## config.mk

```make
export PLATFORM = sky130hd
export DESIGN_NAME = jk_ff_bank
export DESIGN_NICKNAME = d
export VERILOG_FILES = /design/src/rtl/jk_ff_bank.sv
export SDC_FILE = /design/constraint.sdc
export NUM_CORES = 1
export LEC_CHECK = 0
export BUFFER_PORTS_ARGS = -buffer_cell sky130_fd_sc_hd__buf_4
export CORE_AREA = 2 2 48 50
export CTS_CLUSTER_SIZE = 40
export DETAILED_ROUTE_END_ITERATION = 8
export DIE_AREA = 0 0 50 52
export PLACE_DENSITY = 0.74
export SLEW_MARGIN = 20
export SYNTH_ARGS = -nofsm -noshare
export SYNTH_HDL_FRONTEND = slang
export SYNTH_SLANG_ARGS = --single-unit
```

## constraint.sdc

```tcl
create_clock -name CPN -period 1.8 [get_ports CPN]
set_input_delay 0.36 -clock CPN [delete_from_list [all_inputs] [get_ports CPN]]
set_output_delay 0.36 -clock CPN [all_outputs]
set_load 0.05 [all_outputs]
```

## src/rtl/jk_ff_bank.sv

```systemverilog
// -----------------------------------------------------------------------------
// jk_ff_bank
//
// Bank of CHANNELS JK cells sharing one falling-edge clock (CPN). Each cell has
// its own synchronous active-low preset (SDN) and clear (CDN). A mode input
// selects how the bank's next state is formed:
//   MODE 00 : independent JK flip-flops (hold / reset / set / toggle)
//   MODE 01 : synchronous binary up-counter, gated by EN
//   MODE 10 : shift register toward the MSB, SI entering bit 0, gated by EN
//   MODE 11 : hold
// Preset beats clear, and both beat the mode function, in every mode.
//
// Parameters
//   CHANNELS  : number of cells (1..32), bit 0 is the LSB
//   RESET_VAL : value forced into Q while RDN is low (upper bits truncated)
//
// Ports
//   CPN   in   1         clock, all state changes on the falling edge
//   RDN   in   1         asynchronous active-low reset of the whole bank
//   MODE  in   2         function select (see above)
//   EN    in   1         enable for COUNT and SHIFT, ignored otherwise
//   J, K  in   CHANNELS  per-cell JK inputs (used in MODE 00 only)
//   SI    in   1         serial input for SHIFT
//   SDN   in   CHANNELS  per-cell synchronous preset, active-low
//   CDN   in   CHANNELS  per-cell synchronous clear, active-low
//   Q     out  CHANNELS  cell state
//   QN    out  CHANNELS  complement of Q
//   TC    out  1         terminal count: COUNT mode, EN high, Q all ones
//   SO    out  1         serial out, Q[CHANNELS-1]
//
// Build option
//   HC112_COMPAT_EN : when defined, a cell whose SDN and CDN are both low at
//   an edge shows Q=1 and QN=1 (the 74HC112 both-high condition) until an
//   edge where either is released. When undefined, preset simply wins and QN
//   is always ~Q.
// -----------------------------------------------------------------------------
module jk_ff_bank #(
  parameter int          CHANNELS  = 8,
  parameter logic [31:0] RESET_VAL = 32'h0
) (
  input  logic                CPN,
  input  logic                RDN,
  input  logic [1:0]          MODE,
  input  logic                EN,
  input  logic [CHANNELS-1:0] J,
  input  logic [CHANNELS-1:0] K,
  input  logic                SI,
  input  logic [CHANNELS-1:0] SDN,
  input  logic [CHANNELS-1:0] CDN,
  output logic [CHANNELS-1:0] Q,
  output logic [CHANNELS-1:0] QN,
  output logic                TC,
  output logic                SO
);

  localparam logic [CHANNELS-1:0] LP_RST_Q = RESET_VAL[CHANNELS-1:0];

  localparam logic [1:0] MODE_JK    = 2'b00;
  localparam logic [1:0] MODE_COUNT = 2'b01;
  localparam logic [1:0] MODE_SHIFT = 2'b10;
  localparam logic [1:0] MODE_HOLD  = 2'b11;

  // Characteristic equation of a JK cell, applied bitwise so that an unknown
  // J or K on one channel only disturbs that channel.
  function automatic logic [CHANNELS-1:0] jk_next(
    input logic [CHANNELS-1:0] q,
    input logic [CHANNELS-1:0] j,
    input logic [CHANNELS-1:0] k
  );
    jk_next = (j & ~q) | (~k & q);
  endfunction

  // Preset dominates clear, clear dominates the mode result.
  function automatic logic [CHANNELS-1:0] apply_set_clr(
    input logic [CHANNELS-1:0] mode_q,
    input logic [CHANNELS-1:0] sdn,
    input logic [CHANNELS-1:0] cdn
  );
    apply_set_clr = ~sdn | (cdn & mode_q);
  endfunction

  logic [CHANNELS-1:0] r_q;
  logic [CHANNELS-1:0] w_inc;
  logic [CHANNELS:0]   w_shift_ext;
  logic [CHANNELS-1:0] w_shift;
  logic [CHANNELS-1:0] w_mode_q;
  logic [CHANNELS-1:0] w_q_next;

  assign w_inc = r_q + CHANNELS'(1);

  // Appending SI below Q and dropping the top bit covers CHANNELS==1 too,
  // where the result is just SI.
  assign w_shift_ext = {r_q, SI};
  assign w_shift     = w_shift_ext[CHANNELS-1:0];

  always_comb begin
    w_mode_q = r_q;
    case (MODE)
      MODE_JK:    w_mode_q = jk_next(r_q, J, K);
      MODE_COUNT: w_mode_q = EN ? w_inc : r_q;
      MODE_SHIFT: w_mode_q = EN ? w_shift : r_q;
      MODE_HOLD:  w_mode_q = r_q;
      default:    w_mode_q = r_q;
    endcase
  end

  assign w_q_next = apply_set_clr(w_mode_q, SDN, CDN);

  always_ff @(negedge CPN or negedge RDN) begin
    if (!RDN) begin
      r_q <= LP_RST_Q;
    end else begin
      r_q <= w_q_next;
    end
  end

`ifdef HC112_COMPAT_EN
  // Remembers that both preset and clear were low at the last edge; while
  // set, the complement output is forced high alongside Q.
  logic [CHANNELS-1:0] r_qn_force;

  always_ff @(negedge CPN or negedge RDN) begin
    if (!RDN) begin
      r_qn_force <= '0;
    end else begin
      r_qn_force <= ~SDN & ~CDN;
    end
  end

  assign QN = ~r_q | r_qn_force;
`else
  assign QN = ~r_q;
`endif

  assign Q  = r_q;
  assign TC = (MODE == MODE_COUNT) && EN && (&r_q);
  assign SO = r_q[CHANNELS-1];

endmodule

```

# After elaboration in Yosys (flattened, before gate mapping)
# Index checks and enable logic that the tools add are counted.
op_classes:
  addsub: 1
  n_mul: 0
  div_mod_pow: 0
  magnitude_cmp: 0
  n_eq_ne: 3
  shift: 0
  mux: 3
  n_bitwise: 8
  reduce_logical: 4
op_table:
  columns: ["operator", "n"]
  rows:
  - ["case mux 8 bit (4 select lines)", 1]
  - ["bitwise AND 8 bit", 3]
  - ["NOT 8 bit", 3]
  - ["2-to-1 mux 8 bit", 2]
  - ["bitwise OR 8 bit", 2]
  - ["adder 8 x 1 -> 8 bit, second input constant", 1]
  - ["AND reduction 8 bit", 1]
  - ["== test 2 bit, second input constant", 2]
  - ["== test 2 x 1 -> 1 bit, second input constant", 1]
  - ["logical AND 1 bit", 2]
  - ["logical NOT 2 bit", 1]
word_totals:
  reg_bits: 8
  latch_bits: 0
  mem_bits_rw: 0
  mem_bits_ro: 0
  input_bits: 38
  out_inout_bits: 18
  elab_cells: 20
  n_memories: 0

# Logic depth before layout (Yosys ltp)
depth:
  ltp_word: 6
  ltp_mapped: 5
  ltp_nobuf: 5

==> results.yml <==
critical_path:
  crit_buf_inv: 1
  crit_path_cell_trace: "nand4_1, nor4_4, buf_6"
  crit_arrival_ps: 2390
  startpoint_type: "register"
  cp_slowest_cell: "dfrtn_1"
  max_stage_delay_ps: 450
  critPathKind: "reg -> out"
  path_delay_family: "simple AND/OR/NAND/NOR gates"
  cp-end-kind: "output pin"
  path_max_fanout: 2
  crit_required_ps: 1440
cells_and_area:
  largest_reg_flops: 8
  final_common_cell: "buf_4"
  drive_above_1_share_pct: 70.3
  diodes: 0
  layout_common_cells: "68 x buf_4, 21 x buf_6, 12 x buf_8"
  area_delta_synth_final_pct: 167
  layout.nets: 250
  fin_area_sq_um: 2020
  n_fill_cell: 49
detailed_routing:
  avgViaCountPerCell: 6.73
  drt-total-wl_mm: 6.21
  antenna_left: 0
  detail_route.wl_per_cell_microns: 26.2
  drt-initial-drc-count: 141
  drc_errors: 0
  drtPass1Iterations: 6
  via_count: 1595
synthesis:
  syn-num-nets: 147
  synth_xor_area_share_pct: 0
  avgSynthCellArea_sq_um: 7.00
  synth_edf_count: 0
  yosysWarnings: 0
  syn_inst: 108
  synth_cell_types: 34
  synthAdderAreaFrac_pct: 1.66
  synth-seq-cells: 8
  yosys.area.top_type: "dfrtn_1"
  synthTopCellsByArea: "dfrtn_1 26%, o21ai_0 11%, a21oi_1 7.9%"
  synthMuxAreaShare_pct: 0
  synth-compound-area-share_pct: 35.3
  synth_top_flop_cell: "dfrtn_1"
  yosysSeqAreaShare_pct: 26.5
  synth_top_area_share_pct: 26.5
  ys_async_sr_fraction_pct: 100
  netlist_area_sq_um: 756
  synth_top_family_by_area: "compound AO/OA/AOI/OAI gates"
  yosys.area_share.simple_pct: 27.3
cts:
  cts.path.max_buffers: 2
  cts.sinks: 8
  cts_inserted_buffers: 3
  cts_htree_levels: 1
  cts-root-buf: "clkbuf_4"
  cts_hold_buffers: 0
  clkTransAtPathRegs_ps: 60
  clk_latency_ps: 300
  cts_tree: "yes"
worst_hold_path:
  min_path_type: "in -> async"
power_and_ir_drop:
  vdd_ir_drop_max_uv: 537
  power.static_leakage_nw: 0.937
  cellPowerDensity_nw_per_um2: 578
sta:
  fin_ws_ps: -946
  tightest_slew_ps: 465
  fin_skew_ps: 2.27
  max-slew-margin-rel_pct: 69.0
  setup_viol: 26
  finalHoldViolCount: 0
  final.setup.tns_ps: -12700
  report.final.slew_viol_count: 0
  rsz0062_at_grt: "true"
global_routing:
  grt_pass1_vias: 1341
  grt_max_degree: 14
  track_usage_pct: 32.3
  antenna_found_initial: 1
  grt_overflow: 0
  grt_pass1_wl_mm: 6.13
floorplan:
  rows: 17
  io_pins: 56
  coreArea_sq_um: 2110
  die_h_microns: 52
  fp.dieW_microns: 50
  start_util_pct: 35.9
  die_area_sq_um: 2600
status:
  violations: "negative setup slack"
  status: "complete, but fails checks"
placed_design:
  gp_congestion: 0.887
  hpwlAfterDp_mm: 2.38
  port_buffers: 55
  placed_area_sq_um: 1460
flow_run:
  cap_violations: 0
==> timing repair <==
action | 4_1_cts | 5_1_grt
setup buffers | 15 | 12
resized for setup | 70 | 20
pin swaps | 21 | 16
gates cloned | 1 | 0
setup endpoints to repair | 26 | 26
==> layer usage <==
metal	routed length, microns	track usage (%)	vias up
li1	-	-	600
met1	1940	33.5	701
met2	2800	61.0	210
met3	824	4.60	84
met4	649	19.4	0
met5	0	0	-
==> area by class of cell <==
cell class | instances | area [sq um] | share of cell area [%]
inverters | 10 | 61.3 | 3.04
well taps | 28 | 35.0 | 1.74
clock buffers | 3 | 22.5 | 1.12
repair buffers | 105 | 1010 | 50.3
multi-input cells | 83 | 682 | 33.8
flip-flops and latches | 8 | 200 | 9.93
==> logic make-up after synthesis <==
family | count (synthesis)
compound gates | 43
simple gates | 39
buf+inv | 17
flops | 8
fa+ha+maj | 1
==> worst reg2reg max path, cell delays in order (launching register included) <==
cell and delay, ps:
dfrtn_1 490, ha_4 180, nand3_4 90, buf_4 150, buf_6 110, buf_6 120
nor3_1 380, o2111ai_2 190, nand3_1 160
==> synth_stat cells, types with 2 or more instances <==
| cell type | count |
|---|---|
| o21ai_0 | 17 |
| a21oi_1 | 12 |
| inv_1 | 10 |
| nand2_1 | 9 |
| nor2_1 | 9 |
| dfrtn_1 | 8 |
| nor3_1 | 6 |
| clkbuf_1 | 4 |
| nand3_1 | 3 |
| a221oi_1 | 2 |
| buf_2 | 2 |
| nand2b_1 | 2 |
| nor2b_1 | 2 |
| nor4_1 | 2 |
==> power by group <==
| part | leakage [nW] | internal [mW] | switching (mW) |
|---|---|---|---|
| registers | 0.0876 | 0.198 | 0.0176 |
| logic | 0.836 | 0.349 | 0.411 |
| clock network | 0.0138 | 0.0783 | 0.112 |
==> metrics by stage <==
step | hold WS [ps] | util, % | instances | worst slack [ps] | power, mW
after global routing | 640 | 95.7 | 237 | -959 | 1.22
after CTS | 683 | 89.3 | 228 | -787 | 1.01
final | 658 | 95.7 | 237 | -946 | 1.17
after floorplan | 856 | - | 108 | -1370 | 0.516
after detailed placement | 701 | 69.5 | 210 | -548 | 0.714
after global placement | 669 | 69.5 | 210 | -525 | 0.706
==> path summary, 6_finish.rpt <==
| kind | from | endpoint | slack [ps] | cells past startpoint |
|---|---|---|---|---|
| setup reg to reg | Q[0] | Q[6] | -30 | 8 |
| hold reg to reg | Q[4] | Q[4] | 860 | 4 |
| hold / removal | RDN | Q[3] | 660 | 1 |
| setup / recovery | Q[3] | TC | -950 | 3 |
| min in group CPN | Q[4] | Q[4] | 860 | 4 |
| max in group asynchronous | RDN | Q[2] | 970 | 1 |
Note: power is estimated with default switching activity, not from simulation.
